===== config.mk =====
export PLATFORM = sky130hd
export DESIGN_NAME = msx_audio_mixer
export DESIGN_NICKNAME = d
export VERILOG_FILES = /design/src/rtl/msx_audio_mixer.sv
export SDC_FILE = /design/constraint.sdc
export NUM_CORES = 1
export LEC_CHECK = 0
export CAP_MARGIN = 20
export CORE_ASPECT_RATIO = 1.1
export CORE_MARGIN = 2
export CORE_UTILIZATION = 40
export DETAILED_ROUTE_END_ITERATION = 8
export HOLD_SLACK_MARGIN = 0.06
export REMOVE_ABC_BUFFERS = 1
export SYNTH_ARGS = -nofsm -noshare
export SYNTH_HDL_FRONTEND = slang
export SYNTH_SLANG_ARGS = --single-unit

===== constraint.sdc =====
create_clock -name clk_sys -period 22.1 [get_ports clk_sys]
set_input_delay 6.63 -clock clk_sys [delete_from_list [all_inputs] [get_ports clk_sys]]
set_output_delay 6.63 -clock clk_sys [all_outputs]
set_load 0.1 [all_outputs]

===== src/rtl/msx_audio_mixer.sv =====
// msx_audio_mixer: time-multiplexed N-channel audio mixer.
// Each accepted ce_sample snapshots all channel inputs, then a single
// signed x unsigned multiply-accumulate walks the channels one per cycle.
// The Q.3 sum is then floor-shifted and saturated to a signed IW-bit sample.
//
// Ports:
//   clk_sys    system clock
//   reset      synchronous, active-high reset
//   ce_sample  one-cycle strobe that starts a mix
//   ch_data    NCH packed IW-bit samples, channel k at [k*IW +: IW]
//   ch_signed  per channel: 1 = two's complement, 0 = offset binary
//   ch_gain    NCH packed GW-bit unsigned Q(GW-3).3 gains (8 = unity)
//   ch_mute    per channel: 1 = contributes zero
//   clip_clr   clears the sticky clip flag
//   audio_out  signed mixed sample, held between updates
//   out_valid  one-cycle pulse when audio_out updates
//   busy       high while a mix is in progress
//   clip       sticky saturation flag
//   overrun    sticky ignored-strobe flag, cleared only by reset
module msx_audio_mixer #(
    parameter int unsigned NCH = 4,
    parameter int unsigned IW  = 16,
    parameter int unsigned GW  = 4
) (
    input  logic              clk_sys,
    input  logic              reset,
    input  logic              ce_sample,
    input  logic [NCH*IW-1:0] ch_data,
    input  logic [NCH-1:0]    ch_signed,
    input  logic [NCH*GW-1:0] ch_gain,
    input  logic [NCH-1:0]    ch_mute,
    input  logic              clip_clr,
    output logic [IW-1:0]     audio_out,
    output logic              out_valid,
    output logic              busy,
    output logic              clip,
    output logic              overrun
);

    // Accumulator is wide enough for NCH full-scale products, so it never wraps.
    localparam int unsigned AW   = IW + GW + $clog2(NCH) + 1;
    localparam int unsigned PW   = IW + GW + 1;
    localparam int unsigned IDXW = (NCH > 1) ? $clog2(NCH) : 1;

    localparam logic [1:0] S_IDLE  = 2'd0;
    localparam logic [1:0] S_ACCUM = 2'd1;
    localparam logic [1:0] S_SAT   = 2'd2;

    logic [1:0]              state, state_nxt;
    logic [IDXW-1:0]         idx, idx_nxt;
    logic signed [AW-1:0]    acc, acc_nxt;
    logic [NCH*IW-1:0]       snap_data, snap_data_nxt;
    logic [NCH-1:0]          snap_signed, snap_signed_nxt;
    logic [NCH*GW-1:0]       snap_gain, snap_gain_nxt;
    logic [NCH-1:0]          snap_mute, snap_mute_nxt;
    logic [IW-1:0]           audio_out_nxt;
    logic                    out_valid_nxt;
    logic                    busy_nxt;
    logic                    clip_nxt;
    logic                    overrun_nxt;

    // Datapath for the channel currently selected by idx.
    logic [IW-1:0]           cur_data;
    logic                    cur_signed;
    logic [GW-1:0]           cur_gain;
    logic                    cur_mute;
    logic signed [IW-1:0]    s_val;
    logic signed [GW:0]      g_val;
    logic signed [PW-1:0]    prod;
    logic signed [AW-1:0]    add_term;
    logic signed [AW-1:0]    shifted;
    logic [AW-IW:0]          upper;
    logic                    sat_hit;

    // Select the current channel from the snapshot and form its weighted term.
    always_comb begin
        cur_data   = '0;
        cur_signed = 1'b0;
        cur_gain   = '0;
        cur_mute   = 1'b0;
        for (int unsigned k = 0; k < NCH; k++) begin
            if (idx == IDXW'(k)) begin
                cur_data   = snap_data[k*IW +: IW];
                cur_signed = snap_signed[k];
                cur_gain   = snap_gain[k*GW +: GW];
                cur_mute   = snap_mute[k];
            end
        end
        // Offset binary becomes two's complement by flipping the MSB.
        s_val    = cur_signed ? cur_data : {~cur_data[IW-1], cur_data[IW-2:0]};
        g_val    = {1'b0, cur_gain};
        prod     = PW'(s_val) * PW'(g_val);
        add_term = cur_mute ? '0 : AW'(prod);
        // Drop the three fractional gain bits, rounding toward -inf.
        shifted  = acc >>> 3;
        upper    = shifted[AW-1:IW-1];
    end

    // Next-state and output logic.
    always_comb begin
        state_nxt       = state;
        idx_nxt         = idx;
        acc_nxt         = acc;
        snap_data_nxt   = snap_data;
        snap_signed_nxt = snap_signed;
        snap_gain_nxt   = snap_gain;
        snap_mute_nxt   = snap_mute;
        audio_out_nxt   = audio_out;
        out_valid_nxt   = 1'b0;
        busy_nxt        = busy;
        overrun_nxt     = overrun;
        sat_hit         = 1'b0;

        case (state)
            S_IDLE: begin
                if (ce_sample) begin
                    snap_data_nxt   = ch_data;
                    snap_signed_nxt = ch_signed;
                    snap_gain_nxt   = ch_gain;
                    snap_mute_nxt   = ch_mute;
                    acc_nxt         = '0;
                    idx_nxt         = '0;
                    busy_nxt        = 1'b1;
                    state_nxt       = S_ACCUM;
                end
            end
            S_ACCUM: begin
                if (ce_sample) overrun_nxt = 1'b1;
                acc_nxt = acc + add_term;
                if (idx == IDXW'(NCH - 1)) begin
                    state_nxt = S_SAT;
                end else begin
                    idx_nxt = idx + IDXW'(1);
                end
            end
            S_SAT: begin
                if (ce_sample) overrun_nxt = 1'b1;
                // In range only when all bits above the output sign agree.
                if ((&upper) || (~|upper)) begin
                    audio_out_nxt = shifted[IW-1:0];
                end else if (shifted[AW-1]) begin
                    audio_out_nxt = {1'b1, {(IW-1){1'b0}}};
                    sat_hit       = 1'b1;
                end else begin
                    audio_out_nxt = {1'b0, {(IW-1){1'b1}}};
                    sat_hit       = 1'b1;
                end
                out_valid_nxt = 1'b1;
                busy_nxt      = 1'b0;
                state_nxt     = S_IDLE;
            end
            default: begin
                busy_nxt  = 1'b0;
                state_nxt = S_IDLE;
            end
        endcase

        // A new saturation outranks a simultaneous clear.
        clip_nxt = clip;
        if (clip_clr) clip_nxt = 1'b0;
        if (sat_hit)  clip_nxt = 1'b1;
    end

    // State and output registers.
    always_ff @(posedge clk_sys) begin
        if (reset) begin
            state       <= S_IDLE;
            idx         <= '0;
            acc         <= '0;
            snap_data   <= '0;
            snap_signed <= '0;
            snap_gain   <= '0;
            snap_mute   <= '0;
            audio_out   <= '0;
            out_valid   <= 1'b0;
            busy        <= 1'b0;
            clip        <= 1'b0;
            overrun     <= 1'b0;
        end else begin
            state       <= state_nxt;
            idx         <= idx_nxt;
            acc         <= acc_nxt;
            snap_data   <= snap_data_nxt;
            snap_signed <= snap_signed_nxt;
            snap_gain   <= snap_gain_nxt;
            snap_mute   <= snap_mute_nxt;
            audio_out   <= audio_out_nxt;
            out_valid   <= out_valid_nxt;
            busy        <= busy_nxt;
            clip        <= clip_nxt;
            overrun     <= overrun_nxt;
        end
    end

endmodule

==> results.txt <==
- Routability-driven placement finished with a final weighted congestion of 0.808.
- Via density: 4.94
* Global-route wire length before repair: 33.3 mm
* Global routing usage summed across all routing layers: 16.9%
- Transition time at the pin with the least slew margin: 0.997 ns
- Once the floorplan was initialized, standard cells occupied 40.5% of the core.
* Critical path type: input port to flip-flop
* Filler Cells Inserted: 2326
- Number of diodes added for antenna fixing: 0
- Row generation in the floorplan step produced 57 rows.
* Largest net degree at the start of global routing: 90
- Clock period minus worst slack: 8.67 ns
- Width of the die: 146 um
* Logic depth of the worst path, buffers included: 7
- Hold Violations, Final: 0
- After routing, the total negative slack on setup checks comes to 0 ns.
- Measured against its own limit, the worst slew margin works out to 33.5%.
- Category of the worst setup path launch point: input port
- TritonRoute pass-1 iters: 7
- Wires add up to 19.4 mm.
* Die extent in y: 160 um
- In this run the worst path has a maximum fanout of 89.
* Pre-CTS setup slack: 12.94 ns
- Setup violations remaining at the end of the flow were counted as 0.
- Distinct cells, synth: 57
* Outcome: complete, no violations
- Standby leakage power: 4.70 nW
* First-iteration detailed-routing DRC count: 494
* Deepest level of the CTS H-tree: 4
- Nets@finish: 1439
* Slowest-stage cell, CP: buf_4
* Leading register cell type out of synthesis: dfxtp_1
- After synthesis the cells add up to 8890 um^2.
- In this run the remaining antenna-violating nets after routing total 0.
- Routed WL per cell: 12.5 um
- Walking the worst path, the cells encountered are clkdlybuf4s50_1 > and2_2 > buf_4 > a21oi_1 > buf_4 > nor2b_1 > a22o_1.
- Seq/Total Area, Yosys: 30.4%
* Most area-consuming cells after synthesis: dfxtp_1, a21oi_1, ha_1, nand2_1, fa_1
- Setup repair after global routing left no endpoint under its margin.
- No sink is reached through more buffers than the 2 on the longest clock path.
* Area Growth Syn to Fin: 21.4%
- Vias in the first global route: 7334
* Data required time at the worst endpoint: 22.42 ns
- Global routing finished with a remaining overflow of 0.
* Port Buffers: 111
- Endpoint class of the critical path: flip-flop
- Library cell occupying the most area in the post-synthesis netlist: dfxtp_1
- Worst vdd ir: 0.0501 mV
- DRC violations left: 0
- In this run the worst hold path is classified as flip-flop to flip-flop.
- The number of hold buffers added after CTS was 0.
- Number of buffer and inverter instances along the worst setup path: 3
* Synthesis-stage register bit count: 135
- The cell sitting at the root of the clock tree is a clkbuf_16.
- Layout cells sized above 1: 5.41%
* Power after layout: 0.693 mW
- Stage delay of the slowest cell on the critical path: 0.67 ns
- Dividing the final minimum period by the clock period gives 39.2%.
- The number of setup buffers added after CTS is 0.
- Total number of vias: 7668
- The commonest cells after synthesis are nand2_1, a21oi_1, nor2_1, dfxtp_1, inv_1.
* Worst setup skew after layout: 0.0146 ns
* Number of synthesized flops with an enable pin: 0
* Top-count cell post-synth: nand2_1
- Post-CTS sizing: 0
* Setup WS post-layout: 13.43 ns
- In this run the count of I/O pins placed on the die edge is 112.
- Counting every instance in the synthesized netlist gives 1167.
- For this design, the sink count on the clock tree is 135.
- TritonCTS built the clock tree.
- The number of antenna violations at the first check in global routing came to 0.
- HPWL after detailed placement: 13.9 mm
* Count of cells along the worst hold path: 2
- Grouping stages by cell kind, the critical path spends the most delay in buffers and inverters.
- For this run, the number of Yosys warnings is 0.
- Area of the core: 22000 um^2
* CTS buffer count: 17
* Share of async-settable or async-resettable flops after synthesis: 0%
- Fmax: 0.115 GHz
- The number of max-slew violations in the final report was 0.
- Data arrives at the worst endpoint at 8.98 ns.
- Clk pin slew, worst setup/hold paths: 0.06 ns
- Count of maximum capacitance violations: 0
- Counting cells, the worst reg-to-reg path comes to 33.
- Worst hold slack: 0.449 ns
- Most frequent cell on the critical path: buf_4
* Portion of synthesized cell area occupied by the leading cell type: 30.4%
* Avg Cell Area, Syn: 7.62 um^2
* Worst-skew pair later-pin latency: 0.43 ns
* Die ar.: 23400 um^2
- Power spread over the standard cell area amounts to 64.2 nW/um^2.
final timing paths:
| path | from | to | slack, ns |
|---|---|---|---|
| setup / recovery | ce_sample | acc[13] | 13.43 |
| setup reg to reg | idx[0] | acc[22] | 13.90 |
| hold reg to reg | snap_data[6] | snap_data[6] | 0.45 |
| hold / removal | snap_data[6] | snap_data[6] | 0.45 |
metal layers:
metal  wire (um)  GRT usage [%]  up-vias
met5           0              0        -
met4         251           5.25        0
met3         630           2.78       17
met2        9140           29.1      127
met1        9420           21.6     3466
li1            -              -     4058
stage by stage:
step                      utilization, %  std cells  cell area [um^2]
after floorplan                        -       1105              8660
after global placement              46.5       1520             10200
after detailed placement            46.5       1520             10200
after CTS                           49.2       1552             10800
after global routing                49.2       1552             10800
final                               49.2       1552             10800
worst reg2reg max path, delay by kind of cell, from the launching register on:
kind                       cells  cell delay [ns]
and+or+nand+nor                6             0.67
DFF                            1             0.42
xor gates and xnor gates       2             0.30
AOI/OAI and AO/OA             15             2.89
adders and majority gates      6             2.93
buffers and inverters          4             0.88
layout by cell type (no fill, tap or decap), types with 6 or more instances in the layout:
cell             netlist  routed
nand2_1              198     197
a21oi_1              190     190
nor2_1               139     139
dfxtp_1              135     135
clkdlybuf4s50_1        0     110
inv_1                 91      91
ha_1                  69      69
fa_1                  34      34
xnor2_1               24      24
and3_1                21      21
nand2b_1              17      17
clkbuf_16              0      17
o211ai_1              16      16
xor2_1                16      16
a21o_1                15      15
or2_2                 14      14
a22oi_1               13      13
a211oi_1              13      13
o21ai_0               12      12
nor2b_1               10      10
buf_4                  0      10
nand3_1                9       9
nor3_1                 8       8
a22o_1                 8       8
and2_1                 7       6
o21ai_1                6       6
inv_6                  0       6
layout make-up:
type / count / area, um^2 / area share [%]
clock inverter: 14 / 163 / 1.51
multi-input combinational: 879 / 5620 / 52.0
inverter: 91 / 342 / 3.16
timing repair buffer: 120 / 1180 / 10.9
tap: 295 / 369 / 3.42
clock buffer: 18 / 429 / 3.97
sequential: 135 / 2700 / 25.0
power by group:
group	internal (mW)	total [mW]	switching, mW
Combinational	0.0583	0.140	0.0814
Clock	0.169	0.291	0.121
Sequential	0.256	0.263	0.00669
kinds of logic after synthesis:
logic type / count (synthesis) / share of synthesized area [%]
AND/OR/NAND/NOR: 428 / 20.4
adder cells (fa/ha/maj): 103 / 17.4
buffers and inverters: 153 / 6.47
XOR/XNOR: 41 / 4.12
flip-flops: 135 / 30.4
AO/OA/AOI/OAI: 306 / 21.1
multiplexers: 1 / 0.113
state kept, by name (all words and copies together) (netlist names):
| signal | flops |
|---|---|
| snap_data | 64 |
| acc | 23 |
| audio_out | 16 |
| snap_gain | 16 |
| snap_mute | 4 |
| snap_signed | 4 |
| idx | 2 |
| state | 2 |
| busy | 1 |
| clip | 1 |
| out_valid | 1 |
| overrun | 1 |
(Power assumes the default switching activity.)
